**src/rtl/mult_bus_pkg.sv**
```systemverilog
// mult_bus_pkg: shared register map, FSM encoding and bus helpers for the multiplier initiator
package mult_bus_pkg;
  localparam logic [1:0] ADDR_A = 2'd0;
  localparam logic [1:0] ADDR_B = 2'd1;
  localparam logic [1:0] ADDR_CTRL = 2'd2;
  localparam logic [1:0] ADDR_RES = 2'd3;
  localparam logic [15:0] INIT = 16'h0001;
  typedef enum logic [3:0] {IDLE, WR_A, WR_B, WR_INIT, POLL, RD_RES, FIN, ERR, GAP} state_t;
  function automatic logic [1:0] addr_of(input state_t s);
    return s == WR_A ? ADDR_A : s == WR_B ? ADDR_B : s == RD_RES ? ADDR_RES : ADDR_CTRL;
  endfunction
  function automatic logic is_xact(input state_t s);
    return s inside {WR_A, WR_B, WR_INIT, POLL, RD_RES};
  endfunction
endpackage

```
**src/rtl/bus_hold_timer.sv**
```systemverilog
// bus_hold_timer: loadable down-counter flagging the last cycle of a bus strobe
module bus_hold_timer #(
  parameter int W = 4
) (
  input  logic         clk,
  input  logic         rst,
  input  logic         load,
  input  logic [W-1:0] value,
  output logic         last
);
  logic [W-1:0] cnt;
  // reload while no transaction is active, otherwise count down to zero and stop
  always_ff @(posedge clk) begin
    if (!rst) cnt <= '0;
    else if (load) cnt <= value;
    else if (cnt != '0) cnt <= cnt - W'(1);
  end
  assign last = cnt == '0;
endmodule

```
**src/rtl/mult_bus_initiator.sv**
```systemverilog
// mult_bus_initiator: drives a bus-attached multiplier through write, poll and result-read phases
module mult_bus_initiator
  import mult_bus_pkg::*;
#(
  parameter int HOLD = 4,
  parameter int MAX_POLLS = 255
) (
  input  logic        clk,
  input  logic        rst,
  input  logic        start,
  input  logic [15:0] a_in,
  input  logic [15:0] b_in,
  output logic        busy,
  output logic        done,
  output logic        err,
  output logic [15:0] result,
  output logic        cs,
  output logic [1:0]  addr,
  output logic        rd,
  output logic        wr,
  output logic [15:0] d_out,
  input  logic [15:0] d_in
);
  state_t state, nxt;
  logic [15:0] a_q, b_q;
  logic [7:0] polls;
  logic last, load, timeout;
  assign load = !is_xact(state);
  assign timeout = {1'b0, polls} + 9'd1 == 9'(MAX_POLLS);
  bus_hold_timer #(.W(4)) u_timer (
    .clk(clk),
    .rst(rst),
    .load(load),
    .value(4'(HOLD - 1)),
    .last(last)
  );
  // sequencer: the GAP state launches the next transaction so every bus output is registered
  always_ff @(posedge clk) begin
    if (!rst) begin
      state <= IDLE;
      nxt <= IDLE;
      a_q <= '0;
      b_q <= '0;
      polls <= '0;
      result <= '0;
      busy <= 1'b0;
      done <= 1'b0;
      err <= 1'b0;
      cs <= 1'b0;
      rd <= 1'b0;
      wr <= 1'b0;
      addr <= '0;
      d_out <= '0;
    end else begin
      done <= 1'b0;
      err <= 1'b0;
      case (state)
        IDLE: if (start) begin
          a_q <= a_in;
          b_q <= b_in;
          polls <= '0;
          nxt <= WR_A;
          state <= GAP;
          busy <= 1'b1;
        end
        GAP: begin
          state <= nxt;
          cs <= 1'b1;
          rd <= nxt == POLL || nxt == RD_RES;
          wr <= !(nxt == POLL || nxt == RD_RES);
          addr <= addr_of(nxt);
          d_out <= nxt == WR_A ? a_q : nxt == WR_B ? b_q : nxt == WR_INIT ? INIT : '0;
        end
        FIN, ERR: begin
          state <= IDLE;
          busy <= 1'b0;
        end
        default: if (last) begin
          cs <= 1'b0;
          rd <= 1'b0;
          wr <= 1'b0;
          addr <= '0;
          d_out <= '0;
          state <= GAP;
          case (state)
            WR_A: nxt <= WR_B;
            WR_B: nxt <= WR_INIT;
            WR_INIT: nxt <= POLL;
            POLL: if (d_in[0]) nxt <= RD_RES;
            else begin
              polls <= polls + 8'd1;
              nxt <= POLL;
              state <= timeout ? ERR : GAP;
              err <= timeout;
            end
            default: begin
              result <= d_in;
              state <= FIN;
              done <= 1'b1;
            end
          endcase
        end
      endcase
    end
  end
endmodule

```
**config.mk**
```make
export PLATFORM = sky130hd
export DESIGN_NAME = mult_bus_initiator
export DESIGN_NICKNAME = d
export VERILOG_FILES = /design/src/rtl/mult_bus_pkg.sv /design/src/rtl/bus_hold_timer.sv /design/src/rtl/mult_bus_initiator.sv
export SDC_FILE = /design/constraint.sdc
export NUM_CORES = 1
export LEC_CHECK = 0
export ABC_AREA = 0
export CAP_MARGIN = 15
export CORE_UTILIZATION = 45
export DETAILED_ROUTE_END_ITERATION = 12
export PLACE_DENSITY = 0.79
export REMOVE_ABC_BUFFERS = 1
export SYNTH_ARGS = -nofsm -noshare
export SYNTH_HDL_FRONTEND = slang
export SYNTH_HIERARCHICAL = 1
export SYNTH_SLANG_ARGS = --single-unit
```
**constraint.sdc**
```tcl
create_clock -name clk -period 2.2 [get_ports clk]
set_clock_uncertainty 0.15 [all_clocks]
set_input_delay 0.44 -clock clk [delete_from_list [all_inputs] [get_ports clk]]
set_output_delay 0.44 -clock clk [all_outputs]
set_load 0.1 [all_outputs]
```
==> metrics.csv <==
metric,value,unit
first-pass GRT wire length,15400,µm
DR WL/cell,13.8,µm
H-tree Lvls,3,
drt first pass iters,4,
Layout Nets,633,
Die ar.,9320,µm²
Worst VDD drop,0.000684,V
maximum buffer depth of the clock tree,2,
Layout area overhead,30.5,%
initial antenna violation count,0,
Worst Setup EP,polls[3],
max_cap viols,0,
post-layout min period,2000,ps
Reg2Reg Setup Slack,200,ps
cell area power density,1200,nW/µm²
CP Class,flip-flop to flip-flop,
port bufs,90,
family with the most delay on the worst path,simple AND/OR/NAND/NOR gates,
R2R Path Start,u_timer/cnt[0],
setup_tns,0,ps
Final Max Slew Viols,0,
Detailed Place HPWL,6510,µm
"commonest non-fill, non-tap cell in the layout",nand2_1,
GPL Wtd Cong,0.791,
DRT Wirelength,9530,µm
synthesized flop and latch total,91,
Syn Std Cell Area,4020,µm²
"non-filler cells, final",692,
CTS tree,done,
Fin. Hold Viols,0,
Clock Sinks,91,
via count,3709,
Synth async-reset ratio,0,%
Critical Path RT,2310,ps
cts bufs inserted,9,
crit share post-route,91.1,%
post-synthesis cell type count,60,
CP max stage delay,330,ps
dpl cells,675,
Most used DFF post-synth,dfxtp_1,
Synthesis Warnings,6,
vias in the first global route,3387,
Fin Hold WS,310,ps
initial core utilization,46.4,%
CTS root buf,clkbuf_8,
R2R depth,7,
RSZ-0062 raised after global routing,false,
Worst-path clk slew,90,ps
DRC,0,
FMAX,0.499,GHz
gr ovfl total,0,
Fillers,776,
I/O Pins,91,
# hold bufs at CTS,0,
Crit path depth,7,
Hold WC Path Type,flip-flop to flip-flop,
Total GRT Usage,21.4,%
synthesized area per cell,8.30,µm²
Leak,0.00198,µW
Cells after Synth,485,
Setup-failing EPs final,0,
Tot Pwr,6300,µW
Final Core Density,60.5,%
Core Rows,34,
Worst Path Max Fanout,8,
Iter 0 DRT Violations,127,
most frequent cells in the layout,"122 x nand2_1, 90 x dfxtp_1, 63 x a21oi_1, 62 x buf_4, 50 x clkdlybuf4s50_1",
clock latency on the worst-skew pair,370,ps
pin count of the biggest net entering global routing,53,
FF-to-FF End,polls[3],
crit path launch,u_timer/cnt[0],
number of inserted diodes,0,
Die Y,96.6,µm
Die W,96.6,µm
post-synthesis sequential area ratio,45.3,%
share of cells above drive strength 1,17.0,%
critical path capture point type,flip-flop,
Post-synth EDFFs,0,
CP Launch Type,flip-flop,
Worst EP arrival,2120,ps
Via density,5.36,
Core ar.,8680,µm²
WP buf/inv,2,
critical path's slowest cell,dfxtp_1,
antenna-violating nets left,0,
crit path cell chain,"inv_1, ha_1, nor3b_4, buf_4, a32oi_2, or2_1, o221a_1",
status,completed,
-- registers in the layout, indices dropped and copies added (netlist names) --
register	cells
err	1
polls	8
busy	1
cs	1
addr	2
rd	1
done	1
result	16
d_out	16
wr	1
b_q	16
u_timer/cnt	4
state	4
a_q	16
nxt	3
-- worst register-to-register path, cell delays in order, from the launching register on --
cell     delay (ps)
dfxtp_1         330
inv_1            90
ha_1            190
nor3b_4         220
buf_4           200
a32oi_2         180
or2_1           330
o221a_1         220
-- layout make-up --
type	count	area, µm²	area share [%]
clock inverter	7	66.3	1.26
multi-input combinational	353	2040	38.9
sequential	91	1820	34.7
timing repair buffer	115	1030	19.5
clock buffer	9	124	2.36
inverter	9	33.8	0.643
tap	108	135	2.57
-- report_power, final --
group          switching, µW  internal [µW]
registers                281           1910
logic                   1880           1130
clock network            659            440
-- how the worst min path moves through the flow --
stage,start,end,slack [ps],cells after the start
floorplan,a_q[10],a_q[10],290,2
global route,a_q[13],a_q[13],330,2
finish,a_q[13],a_q[13],310,2
CTS,a_q[13],a_q[13],310,2
detailed placement,a_q[13],a_q[13],300,2
global placement,b_q[6],b_q[6],290,2
-- synth_stat cells, drive strengths merged (2+ instances only) --
cell type  count  area share, %
a21o           2           0.37
a21oi         64            8.2
a22o          15            3.3
a31oi          3           0.47
a32oi          2           0.62
and2           2           0.31
buf           12            1.6
clkbuf        22            2.1
conb           2           0.19
dfxtp         91             45
ha             3           0.93
inv            8           0.75
mux2           2           0.56
mux2i         19            4.7
nand2        122             11
nand2b         6           0.93
nand3          8            1.0
nand3b         3           0.56
nor2          11            1.1
nor3           3           0.62
nor3b          4            1.3
nor4           2           0.47
o211a          2           0.50
o211ai         2           0.37
o21ai         37            4.7
o221a          3           0.84
o41ai          2           0.44
or2            3           0.47
or3            4           0.62
or4            5           0.93
xnor2          3           0.65
-- through the flow --
stage               worst slack [ps]  cell area (µm²)
detailed placement              33.0             5040
global placement                61.8             5040
global route                    7.67             5250
finish                           197             5250
floorplan                       -331             3890
CTS                              182             5230
-- routing by layer --
| metal | vias to the layer above | GRT usage, % | wire length [µm] |
|---|---|---|---|
| li1 | 1867 | - | - |
| met1 | 1739 | 27.4 | 4310 |
| met2 | 84 | 35.7 | 4680 |
| met3 | 19 | 3.36 | 345 |
| met4 | 0 | 9.07 | 190 |
| met5 | - | 0 | 0 |
-- repair_timing --
item | 4_1_cts | 5_1_grt
endpoints found under the setup margin | 0 | 4
buffers inserted | 0 | 1
resized for setup | 0 | 2
-- kinds of logic after synthesis --
| group | Yosys count | synth area share, % |
|---|---|---|
| simple gates | 178 | 20.9 |
| xor+xnor | 4 | 0.871 |
| other cells | 2 | 0.187 |
| flops | 91 | 45.3 |
| fa+ha+maj | 3 | 0.933 |
| compound gates | 143 | 22.1 |
| mux | 21 | 5.29 |
| buf+inv | 43 | 4.45 |
Power figures use the tool's default switching activity.
